$ cat src/rtl/dfr_axi_pkg.sv
// Shared definitions for the DFR AXI4-Lite master: FSM encoding, response codes
// and the DFR core register/memory map.
package dfr_axi_pkg;

  typedef enum logic [2:0] {
    IDLE,
    WR_REQ,
    WR_RESP,
    RD_REQ,
    RD_RESP,
    RESP
  } axi_mst_state_t;

  localparam logic [1:0] RESP_OKAY   = 2'b00;
  localparam logic [1:0] RESP_SLVERR = 2'b10;

  // DFR core control/configuration registers
  localparam logic [31:0] DFR_REG_CTRL        = 32'h0000_0000;
  localparam logic [31:0] DFR_REG_DEBUG       = 32'h0000_0004;
  localparam logic [31:0] DFR_REG_NUM_INPUTS  = 32'h0000_0008;
  localparam logic [31:0] DFR_REG_NUM_NODES   = 32'h0000_000C;
  localparam logic [31:0] DFR_REG_NUM_OUTPUTS = 32'h0000_0010;
  localparam logic [31:0] DFR_REG_NUM_STEPS   = 32'h0000_0014;
  localparam logic [31:0] DFR_REG_NUM_TAPS    = 32'h0000_0018;
  localparam logic [31:0] DFR_REG_NUM_WEIGHTS = 32'h0000_001C;
  localparam logic [31:0] DFR_REG_NUM_EPOCHS  = 32'h0000_0020;

  // DFR core memory windows
  localparam logic [31:0] DFR_MEM_INPUT     = 32'h0100_0000;
  localparam logic [31:0] DFR_MEM_RESERVOIR = 32'h0200_0000;
  localparam logic [31:0] DFR_MEM_WEIGHT    = 32'h0300_0000;
  localparam logic [31:0] DFR_MEM_OUTPUT    = 32'h0400_0000;

endpackage

$ cat src/rtl/dfr_axi_lite_master.sv
// AXI4-Lite single-beat initiator: converts a command/response interface into
// AW/W/B and AR/R handshakes, one transaction in flight, with a hang timeout.
module dfr_axi_lite_master
  import dfr_axi_pkg::*;
#(
  parameter int unsigned C_M_AXI_ADDR_WIDTH = 30,
  parameter int unsigned C_M_AXI_DATA_WIDTH = 32,
  parameter int unsigned TIMEOUT_CYCLES     = 1024
) (
  input  logic                              M_AXI_ACLK,
  input  logic                              M_AXI_ARESET,
  input  logic                              cmd_valid,
  output logic                              cmd_ready,
  input  logic                              cmd_write,
  input  logic [C_M_AXI_ADDR_WIDTH-1:0]     cmd_addr,
  input  logic [C_M_AXI_DATA_WIDTH-1:0]     cmd_wdata,
  output logic                              rsp_valid,
  input  logic                              rsp_ready,
  output logic                              rsp_write,
  output logic [C_M_AXI_DATA_WIDTH-1:0]     rsp_rdata,
  output logic [1:0]                        rsp_resp,
  output logic                              rsp_timeout,
  output logic                              busy,
  output logic [C_M_AXI_ADDR_WIDTH-1:0]     M_AXI_AWADDR,
  output logic                              M_AXI_AWVALID,
  input  logic                              M_AXI_AWREADY,
  output logic [C_M_AXI_DATA_WIDTH-1:0]     M_AXI_WDATA,
  output logic [C_M_AXI_DATA_WIDTH/8-1:0]   M_AXI_WSTRB,
  output logic                              M_AXI_WVALID,
  input  logic                              M_AXI_WREADY,
  input  logic [1:0]                        M_AXI_BRESP,
  input  logic                              M_AXI_BVALID,
  output logic                              M_AXI_BREADY,
  output logic [C_M_AXI_ADDR_WIDTH-1:0]     M_AXI_ARADDR,
  output logic                              M_AXI_ARVALID,
  input  logic                              M_AXI_ARREADY,
  input  logic [C_M_AXI_DATA_WIDTH-1:0]     M_AXI_RDATA,
  input  logic [1:0]                        M_AXI_RRESP,
  input  logic                              M_AXI_RVALID,
  output logic                              M_AXI_RREADY
);

  localparam int unsigned CW    = (TIMEOUT_CYCLES > 0) ? $clog2(TIMEOUT_CYCLES + 1) : 1;
  localparam int unsigned TO_M1 = (TIMEOUT_CYCLES > 0) ? TIMEOUT_CYCLES - 1 : 0;
  localparam logic [CW-1:0] TO_LIM = CW'(TO_M1);
  localparam bit TO_EN = (TIMEOUT_CYCLES != 0);

  axi_mst_state_t state, state_n;
  logic [CW-1:0] to_cnt, to_cnt_n;
  logic aw_done, aw_done_n, w_done, w_done_n;
  logic [C_M_AXI_ADDR_WIDTH-1:0] addr_q, addr_n;
  logic [C_M_AXI_DATA_WIDTH-1:0] wdata_q, wdata_n, rsp_rdata_n;
  logic write_q, write_n;
  logic [1:0] rsp_resp_n;
  logic rsp_timeout_n, cmd_ready_n, rsp_valid_n, busy_n;
  logic awvalid_n, wvalid_n, bready_n, arvalid_n, rready_n;
  logic aw_hs, w_hs, b_hs, ar_hs, r_hs, timed_out;

  assign aw_hs = M_AXI_AWVALID & M_AXI_AWREADY;
  assign w_hs  = M_AXI_WVALID  & M_AXI_WREADY;
  assign b_hs  = M_AXI_BVALID  & M_AXI_BREADY;
  assign ar_hs = M_AXI_ARVALID & M_AXI_ARREADY;
  assign r_hs  = M_AXI_RVALID  & M_AXI_RREADY;
  // to_cnt holds busy cycles already completed, so hitting TIMEOUT_CYCLES-1 means this is the last one
  assign timed_out = TO_EN && (state inside {WR_REQ, WR_RESP, RD_REQ, RD_RESP}) && (to_cnt == TO_LIM);

  assign M_AXI_AWADDR = addr_q;
  assign M_AXI_ARADDR = addr_q;
  assign M_AXI_WDATA  = wdata_q;
  assign M_AXI_WSTRB  = '1;
  assign rsp_write    = write_q;

  always_comb begin
    state_n       = state;
    to_cnt_n      = to_cnt;
    aw_done_n     = aw_done;
    w_done_n      = w_done;
    addr_n        = addr_q;
    wdata_n       = wdata_q;
    write_n       = write_q;
    rsp_resp_n    = rsp_resp;
    rsp_rdata_n   = rsp_rdata;
    rsp_timeout_n = rsp_timeout;
    if (state inside {WR_REQ, WR_RESP, RD_REQ, RD_RESP}) to_cnt_n = to_cnt + CW'(1);
    case (state)
      IDLE: if (cmd_valid && cmd_ready) begin
        state_n   = cmd_write ? WR_REQ : RD_REQ;
        addr_n    = cmd_addr;
        wdata_n   = cmd_wdata;
        write_n   = cmd_write;
        to_cnt_n  = '0;
        aw_done_n = 1'b0;
        w_done_n  = 1'b0;
      end
      WR_REQ: begin
        if (aw_hs) aw_done_n = 1'b1;
        if (w_hs)  w_done_n  = 1'b1;
        if (aw_done_n && w_done_n) state_n = WR_RESP;
      end
      WR_RESP: if (b_hs) begin
        state_n       = RESP;
        rsp_resp_n    = M_AXI_BRESP;
        rsp_rdata_n   = '0;
        rsp_timeout_n = 1'b0;
      end
      RD_REQ: if (ar_hs) state_n = RD_RESP;
      RD_RESP: if (r_hs) begin
        state_n       = RESP;
        rsp_resp_n    = M_AXI_RRESP;
        rsp_rdata_n   = M_AXI_RDATA;
        rsp_timeout_n = 1'b0;
      end
      RESP: if (rsp_ready) state_n = IDLE;
      default: state_n = IDLE;
    endcase
    // A B/R beat accepted in the final cycle is a real completion, not a timeout
    if (timed_out && !(b_hs || r_hs)) begin
      state_n       = RESP;
      rsp_resp_n    = RESP_SLVERR;
      rsp_rdata_n   = '0;
      rsp_timeout_n = 1'b1;
    end
    cmd_ready_n = (state_n == IDLE);
    busy_n      = (state_n != IDLE);
    rsp_valid_n = (state_n == RESP);
    awvalid_n   = (state_n == WR_REQ) && !aw_done_n;
    wvalid_n    = (state_n == WR_REQ) && !w_done_n;
    bready_n    = (state_n == WR_RESP);
    arvalid_n   = (state_n == RD_REQ);
    rready_n    = (state_n == RD_RESP);
  end

  always_ff @(posedge M_AXI_ACLK or posedge M_AXI_ARESET) begin
    if (M_AXI_ARESET) begin
      state         <= IDLE;
      to_cnt        <= '0;
      aw_done       <= 1'b0;
      w_done        <= 1'b0;
      addr_q        <= '0;
      wdata_q       <= '0;
      write_q       <= 1'b0;
      rsp_resp      <= '0;
      rsp_rdata     <= '0;
      rsp_timeout   <= 1'b0;
      cmd_ready     <= 1'b0;
      busy          <= 1'b0;
      rsp_valid     <= 1'b0;
      M_AXI_AWVALID <= 1'b0;
      M_AXI_WVALID  <= 1'b0;
      M_AXI_BREADY  <= 1'b0;
      M_AXI_ARVALID <= 1'b0;
      M_AXI_RREADY  <= 1'b0;
    end else begin
      state         <= state_n;
      to_cnt        <= to_cnt_n;
      aw_done       <= aw_done_n;
      w_done        <= w_done_n;
      addr_q        <= addr_n;
      wdata_q       <= wdata_n;
      write_q       <= write_n;
      rsp_resp      <= rsp_resp_n;
      rsp_rdata     <= rsp_rdata_n;
      rsp_timeout   <= rsp_timeout_n;
      cmd_ready     <= cmd_ready_n;
      busy          <= busy_n;
      rsp_valid     <= rsp_valid_n;
      M_AXI_AWVALID <= awvalid_n;
      M_AXI_WVALID  <= wvalid_n;
      M_AXI_BREADY  <= bready_n;
      M_AXI_ARVALID <= arvalid_n;
      M_AXI_RREADY  <= rready_n;
    end
  end

endmodule

$ cat config.mk
export PLATFORM = sky130hd
export DESIGN_NAME = dfr_axi_lite_master
export DESIGN_NICKNAME = d
export VERILOG_FILES = /design/src/rtl/dfr_axi_pkg.sv /design/src/rtl/dfr_axi_lite_master.sv
export SDC_FILE = /design/constraint.sdc
export NUM_CORES = 1
export LEC_CHECK = 0
export ABC_AREA = 1
export CAP_MARGIN = 20
export CORE_MARGIN = 1
export CORE_UTILIZATION = 43
export CTS_BUF_LIST = sky130_fd_sc_hd__clkbuf_8
export DETAILED_ROUTE_END_ITERATION = 16
export GPL_TIMING_DRIVEN = 0
export PLACE_DENSITY = 0.93
export SYNTH_ARGS = -nofsm -noshare
export SYNTH_HDL_FRONTEND = slang
export SYNTH_SLANG_ARGS = --single-unit
export TNS_END_PERCENT = 10
$ cat constraint.sdc
create_clock -name M_AXI_ACLK -period 11.5 [get_ports M_AXI_ACLK]
set_input_delay 2.3 -clock M_AXI_ACLK [delete_from_list [all_inputs] [get_ports M_AXI_ACLK]]
set_output_delay 2.3 -clock M_AXI_ACLK [all_outputs]
set_load 0.01 [all_outputs]
# --- Yosys cells after proc, flatten, opt, wreduce, memory -nomap -nowiden ---
# Cells that the tools add are included.
totals:
  latchBits: 0
  word_cells: 86
  mem_bits_ro: 0
  regBits: 122
  output_inout_bits: 140
  ram_bits: 0
  n_memories: 0
classes:
  n_lt_le_gt_ge: 0
  multipliers: 0
  eq_ne: 13
  add_sub_neg: 1
  n_bitwise: 5
  n_mux: 32
  n_div: 0
  shifts: 0
  n_reduce_logical: 17
ops:
  columns: ["op", "count"]
  rows:
  - ["two-way mux 32 bit", 3]
  - ["case mux 32 bit (2 select lines)", 1]
  - ["two-way mux 11 bit", 3]
  - ["two-way mux 3 bit", 7]
  - ["case mux 3 bit (6 select lines)", 1]
  - ["equality test 3 x 2 -> 1 bit (second input constant)", 4]
  - ["equality test 3 bit (second input constant)", 4]
  - ["adder 11 x 1 -> 11 bit (second input constant)", 1]
  - ["equality test 11 x 10 -> 1 bit (second input constant)", 1]
  - ["two-way mux 1 bit", 9]
  - ["two-way mux 2 bit", 4]
  - ["equality test 3 x 1 -> 1 bit (second input constant)", 2]
  - ["logical AND 1 bit", 6]
  - ["logical NOT 3 bit", 2]
  - ["inequality test 3 x 2 -> 1 bit (second input constant)", 2]
  - ["case mux 1 bit (2 select lines)", 3]
  - ["nonzero test 3 bit", 2]
  - ["AND 1 bit", 5]
  - ["case mux 2 bit (2 select lines)", 1]
  - ["nonzero test 4 bit", 1]
  - ["logical NOT 1 bit", 3]
  - ["AND reduction 3 bit", 1]
  - ["AND reduction 2 bit", 1]
  - ["logical OR 1 bit", 1]

# --- Logic depth before layout (Yosys ltp) ---
# Gate-level depths: netlist of the first run.
logic_depth:
  ltp_word: 9
  ltp_mapped: 11
  depth_no_buf: 10

# --- Worst setup path before layout of the first run ---
# Ideal clock, no wire load.
synth_path:
  path_type: "input to register"
  from: "in M_AXI_RVALID"
  to: "reg busy"
  path_buffers: 0
  cell_stages: 8
  arrival_time_ps: 3100
  path_slack_ps: 8283
  t_required_ps: 11383
  setup_ps: 117
  path_cell_list: "nand2_1 > inv_1 > nand3_1 > nand3_1 > nor2_1 > nand3_1 > nor2_1 > inv_2"
synth_via:
  elab_chain_len: 6
  word_cells_on_any_way: 8
synth_lines:
  columns: ["element", "line", "source"]
  rows:
  - ["start, declared", "dfr_axi_lite_master.sv:39", "input logic M_AXI_RVALID,"]
  - ["AND 1 bit (*)", "dfr_axi_lite_master.sv:63", "assign r_hs = M_AXI_RVALID & M_AXI_RREADY;"]
  - ["parallel branches: the longest is 3 deep, another holds case mux 3 bit (6 select lines)", null, null]
  - ["two-way mux 3 bit (*)", "dfr_axi_lite_master.sv:117", "if (timed_out && !(b_hs || r_hs)) begin"]
  - ["nonzero test 3 bit (*)", "dfr_axi_lite_master.sv:124", "busy_n = (state_n != IDLE);"]
  - ["named net busy_n", "dfr_axi_lite_master.sv:55", "logic rsp_timeout_n, cmd_ready_n, rsp_valid_n, busy_n;"]
  - ["end signal, assigned", "dfr_axi_lite_master.sv:165", "busy <= busy_n;"]
  - ["end, declared", "dfr_axi_lite_master.sv:23", "output logic busy,"]
# Mark *: on every way through the listed nets, which the timed path passes.
# A chain may end at the register's enable or synchronous reset.

# --- Worst setup path after layout of the first run ---
layout_path:
  from: "reg addr_q[27], in the netlist M_AXI_ARADDR[27]"
  to: "out M_AXI_AWADDR[27]"
layout_lines:
  columns: ["element", "line", "source"]
  rows:
  - ["start, declared", "dfr_axi_lite_master.sv:51", "logic [C_M_AXI_ADDR_WIDTH-1:0] addr_q, addr_n;"]
  - ["start signal, assigned", "dfr_axi_lite_master.sv:158", "addr_q <= addr_n;"]
  - ["end, declared", "dfr_axi_lite_master.sv:24", "output logic [C_M_AXI_ADDR_WIDTH-1:0] M_AXI_AWADDR,"]
# No word-level cell between the ends.

==> results of run 1 <==
cell usage after synthesis:
library cell  number  area share, %
nand3_2            2           0.36
o211ai_1           1           0.14
nor2_4             1           0.20
inv_1             86            5.8
o21ai_0           32            2.9
nand2_1          305             21
and3_1             1           0.11
dfrtp_1          122             55
nor2_2             1           0.11
nor2_1            27            1.8
xor2_1             1           0.16
a21oi_1            9           0.81
ha_1               1           0.23
o211ai_4           1           0.38
nand3b_1           1           0.14
o21bai_1           2           0.27
nand2_4            1           0.20
nand2_2            1           0.11
buf_4             40            5.4
nand3_1           15            1.4
clkbuf_1          12           0.81
o21ai_1           10           0.90
conb_1             1          0.068
nand4_1            5           0.56
o21a_1             1           0.14
buf_2              6           0.54
nor3_1             2           0.18
inv_2              6           0.41
layout make-up:
type                            count  area share, %
Sequential cell                   122           35.3
Timing Repair Buffer              244           28.4
Multi-Input combinational cell    424           20.5
Buffer                             58           4.34
Inverter                           92           4.05
Clock buffer                       21           3.34
Tap cell                          172           2.49
Clock inverter                     10           1.63
state kept, by name, summed over array words and instances, names as in the netlist:
register and count:
w_done 1, M_AXI_ARADDR 30, M_AXI_ARVALID 1, rsp_timeout 1, rsp_rdata 32, to_cnt 11, rsp_valid 1, busy 1
M_AXI_BREADY 1, M_AXI_WVALID 1, aw_done 1, state 3, rsp_write 1, M_AXI_AWVALID 1, rsp_resp 2, M_AXI_WDATA 32
cmd_ready 1, M_AXI_RREADY 1
power groups by stage:
| stage | Combinational (mW) | Clock [mW] | Sequential, mW |
|---|---|---|---|
| 5_1_grt | 0.988 | 0.434 | 0.692 |
| 2_1_floorplan | 0.391 | 0 | 0.711 |
| 4_1_cts | 0.907 | 0.412 | 0.675 |
| 3_3_place_gp | 0.871 | 0 | 0.673 |
| 6_report | 0.901 | 0.405 | 0.676 |
| 3_5_place_dp | 0.902 | 0 | 0.676 |
per-layer routing:
| layer | GRT usage (%) | routed length [um] | part of all wire, % | vias up |
|---|---|---|---|---|
| li1 | - | - | - | 2578 |
| met1 | 27.7 | 6170 | 39 | 2462 |
| met2 | 42.7 | 8350 | 53 | 170 |
| met3 | 7.95 | 982 | 6.2 | 20 |
| met4 | 8.40 | 224 | 1.4 | 0 |
| met5 | 0 | 0 | 0 | - |
logic make-up (layout without fill, tap and decap cells):
kind of cell | Yosys count | count (layout) | share of synthesized area, %
compound gates | 56 | 56 | 5.54
xor+xnor | 1 | 1 | 0.158
fa+ha+maj | 1 | 1 | 0.226
buf+inv | 150 | 425 | 13.0
flops | 122 | 122 | 55.1
other cells | 1 | 4 | 0.0677
simple gates | 362 | 362 | 25.9
stage by stage:
step                utilization [%]  instance area, um^2  power (mW)  instances
finish                         68.9                 8660        1.98       1143
global route                   68.9                 8660        2.11       1143
CTS                            68.9                 8660        1.99       1143
detailed placement             65.5                 8230        1.58       1112
global placement               65.2                 8200        1.54       1111
floorplan                         -                 5550        1.10        696
critical path: stages, from the launching register on:
cell	delay (ns)
dfrtp_1	0.46
buf_4	0.14
clkdlybuf4s50_1	0.52
worst max path at each step:
stage                                  from                          end  slack, ns  cells past startpoint
6_report       M_AXI_ARADDR[27]$_DFFE_PP0P_             M_AXI_AWADDR[27]       7.66                      2
5_1_grt        M_AXI_ARADDR[27]$_DFFE_PP0P_             M_AXI_AWADDR[27]       7.59                      2
4_1_cts        M_AXI_ARADDR[27]$_DFFE_PP0P_             M_AXI_AWADDR[27]       7.66                      2
3_5_place_dp                      cmd_valid  M_AXI_WDATA[10]$_DFFE_PP0P_       7.47                      9
3_3_place_gp                   M_AXI_ARESET   M_AXI_WDATA[0]$_DFFE_PP0P_       4.28                      2
2_1_floorplan                  M_AXI_ARESET  M_AXI_ARADDR[0]$_DFFE_PP0P_       5.96                      1
==> results_dict.tcl, run 1 <==
set metrics [dict create \
    outcome "finished, final reports clean" \
    setup_slack_ns 7.66 \
    cts-root-buf "clkbuf_8" \
    irDropWorstVdd_uv 148 \
    postRouteAntennaNets 0 \
    fin_setup_tns_ns 0 \
    vias 5230 \
    reg2reg_depth 7 \
    swShare_pct 35.4 \
    grt_max_degree 78 \
    clock_path_buffers 2 \
    synth_cell_type_count 28 \
    setup_viol 0 \
    yosysSeqAreaShare_pct 55.1 \
    cts_buffers 17 \
    post-place-ws_ns 7.47 \
    hold_path_depth 2 \
    via_per_inst 4.58 \
    hold_end "M_AXI_WDATA[24]$_DFFE_PP0P_" \
    wl_mm 15.7 \
    ys_warn_count 0 \
    ctsHoldBuffers 0 \
    worstPathArrival_ns 1.54 \
    seqPwrFrac_pct 34.1 \
    core_mm2 0.0126 \
    post-cts-setup-buffers 0 \
    rrSetupSlack_ns 9.62 \
    final_cell_mix "305 x nand2_1, 243 x clkdlybuf4s50_1, 122 x dfrtp_1" \
    h-tree-depth 4 \
    synth_seq_cells 122 \
    max_freq_ghz 0.261 \
    cts_tree "built" \
    grt_pass1_wl_mm 24.4 \
    antenna_found_initial 0 \
    overflow 0 \
    syn_inst 693 \
    power.switching_uw 701 \
    hp-class "reg2reg" \
    drc 0 \
    endpoint_kind "primary output" \
    grt_usage_pct 24.3 \
    cp_max_fo 3 \
    path_clk_slew_ns 0.07 \
    numPortBuffers 243 \
    fin_crit_ns 3.84 \
    nets 1068 \
    finalClockSkew_ns 0.00791 \
    synth.avg_cell_area_um2 7.99 \
    cts-resized-gates 0 \
    finalHoldViolCount 0 \
    cap_viol_max_count 0 \
    dpl.hpwl_mm 11.5 \
    rows 41 \
    clock_power_share_pct 20.4 \
    finalHoldWorstSlack_ns 0.482 \
    r2r-start "state[0]$_DFF_PP0_" \
    worstPathRequired_ns 9.20 \
    die_w_um 115 \
    drive_gt1_share_pct 9.47 \
    first_global_vias 5049 \
    globalplace.congestion 0.823 \
    clock_sinks 122 \
    die_area_mm2 0.0133 \
    drt_iter0_drc 345 \
    syn_to_final_growth_pct 56.4 \
    p_comb_share_pct 45.5 \
    cellLeakagePower_nw 4.54 \
    power.density_mw_per_mm2 229 \
    final_common_cell "nand2_1" \
    multi_input_area_mm2 0.00177 \
    clk_latency_ns 0.42 \
    fp.dieH_um 115 \
    worst-setup-path-type "reg2out" \
    wl_per_cell_um 13.8 \
    ios 248 \
    min_from "M_AXI_WDATA[24]$_DFFE_PP0P_" \
    drtPass1Iterations 4 \
    start_util_pct 44.1 \
    reg2reg_to "M_AXI_WDATA[12]$_DFFE_PP0P_" \
    antennaDiodeCount 0 \
    rsz0062_at_grt "no" \
    seqCellArea_mm2 0.00305 \
    netlist_area_mm2 0.00554 \
    num-fill-cells 971 \
    internal-power_mw 1.28 \
    finalMaxSlewViolations 0 \
    startpoint_type "flop" \
    timing.final.crit_share_pct 33.4 \
]
Power figures use the tool's default switching activity.
==> inputs of run 2 (changes only) <==
- clock period: 11.5 -> 3.97 ns (I/O delays scaled with it)
==> results_dict.tcl, run 2 (same netlist as run 1, synthesis figures left out) <==
set metrics [dict create \
    drt_iter0_drc 368 \
    wl_mm 15.9 \
    clock_sinks 122 \
    grt_usage_pct 24.4 \
    totalPowerFinal_mw 5.93 \
    outcome "finished, final reports clean" \
    ctsHoldBuffers 0 \
    overflow 0 \
    vias 5268 \
    cellLeakagePower_nw 4.60 \
    fin_crit_ns 2.32 \
    clock_path_buffers 2 \
    nets 1070 \
    fin_setup_tns_ns 0 \
    cts-root-buf "clkbuf_8" \
    start_util_pct 44.1 \
    final_area_mm2 0.00875 \
    final_cell_mix "305 x nand2_1, 243 x clkdlybuf4s50_1, 122 x dfrtp_1" \
    irDropWorstVdd_uv 484 \
    hp-class "reg2reg" \
    post-cts-setup-buffers 0 \
    drtPass1Iterations 5 \
    antennaDiodeCount 0 \
    h-tree-depth 4 \
    die_area_mm2 0.0133 \
    timing.final.crit_share_pct 58.4 \
    syn_to_final_growth_pct 58.1 \
    worstPathArrival_ns 1.53 \
    utilization_pct 69.6 \
    slowest_stage "clkdlybuf4s50_1" \
    cts-resized-gates 0 \
    wl_per_cell_um 13.9 \
    post-place-ws_ns 1.41 \
    power.density_mw_per_mm2 678 \
    num-fill-cells 942 \
    rows 41 \
    max_stage_delay_ns 0.53 \
    rsz0062_at_grt "no" \
    max_freq_ghz 0.431 \
    antenna_found_initial 0 \
    clk_latency_ns 0.43 \
    core_mm2 0.0126 \
    grt_max_degree 42 \
    startpoint_type "flop" \
    drc 0 \
    cap_viol_max_count 0 \
    finalMaxSlewViolations 0 \
    dpl.hpwl_mm 12.0 \
    grt_pass1_wl_mm 24.7 \
    globalplace.congestion 0.824 \
    via_per_inst 4.60 \
    worst-setup-path-type "reg2out" \
    finalHoldViolCount 0 \
    setup_viol 0 \
    cts_tree "built" \
    drive_gt1_share_pct 9.55 \
    placed_area_mm2 0.00826 \
    ios 248 \
    numPortBuffers 243 \
    worstPathRequired_ns 3.18 \
    postRouteAntennaNets 0 \
    setup_slack_ns 1.65 \
    finalClockSkew_ns 0.0118 \
    cts_buffers 17 \
    first_global_vias 5138 \
    endpoint_kind "primary output" \
    cp_max_fo 3 \
    fp.dieH_um 115 \
    die_w_um 115 \
    cp_cell_sequence "buf_4, clkdlybuf4s50_1" \
    final_common_cell "nand2_1" \
    path_clk_slew_ns 0.07 \
]
==> run 2: worst paths after layout <==
| check | startpoint | end | slack (ns) | depth (start not counted) |
|---|---|---|---|---|
| min | M_AXI_WDATA[14]$_DFFE_PP0P_ | M_AXI_WDATA[14]$_DFFE_PP0P_ | 0.48 | 2 |
| min reg2reg | M_AXI_WDATA[14]$_DFFE_PP0P_ | M_AXI_WDATA[14]$_DFFE_PP0P_ | 0.48 | 2 |
| max in group asynchronous | M_AXI_ARESET | M_AXI_WDATA[4]$_DFFE_PP0P_ | 2.54 | 4 |
| max reg2reg | state[0]$_DFF_PP0_ | M_AXI_ARADDR[14]$_DFFE_PP0P_ | 2.06 | 7 |
| min in group asynchronous | M_AXI_ARESET | M_AXI_ARADDR[11]$_DFFE_PP0P_ | 0.66 | 2 |
| max | M_AXI_ARADDR[29]$_DFFE_PP0P_ | M_AXI_AWADDR[29] | 1.65 | 2 |
==> run 2: cell type report <==
cell class	instances	area [um^2]	share of cell area, %
Sequential cell	122	3050	34.9
Timing Repair Buffer	246	2490	28.5
Multi-Input combinational cell	424	1770	20.3
Buffer	58	375	4.29
Inverter	92	349	3.99
Clock buffer	20	275	3.14
Clock inverter	12	219	2.50
Tap cell	172	215	2.46
==> run 2: worst max-delay path, delay by kind of cell, from the launching register on <==
| family | cells | cell delay (ns) |
|---|---|---|
| buffers and inverters | 2 | 0.67 |
| DFF | 1 | 0.43 |
==> run 2: power by group <==
group	total [mW]	internal [mW]	switching, mW
logic	2.62	1.38	1.23
clock network	1.36	0.861	0.498
registers	1.96	1.64	0.316
==> run 2: stage by stage <==
stage          instances  hold slack, ns
2_1_floorplan        696           0.455
3_3_place_gp        1111           0.462
3_5_place_dp        1114           0.464
4_1_cts             1146           0.484
5_1_grt             1146           0.496
6_report            1146           0.483
==> run 2: metal layers <==
layer  GRT usage, %  vias to the layer above  routed length [um]
li1               -                     2584                   -
met1           28.1                     2449                6210
met2           42.1                      202                8230
met3           7.22                       33                1090
met4           10.7                        0                 398
met5              0                        -                   0
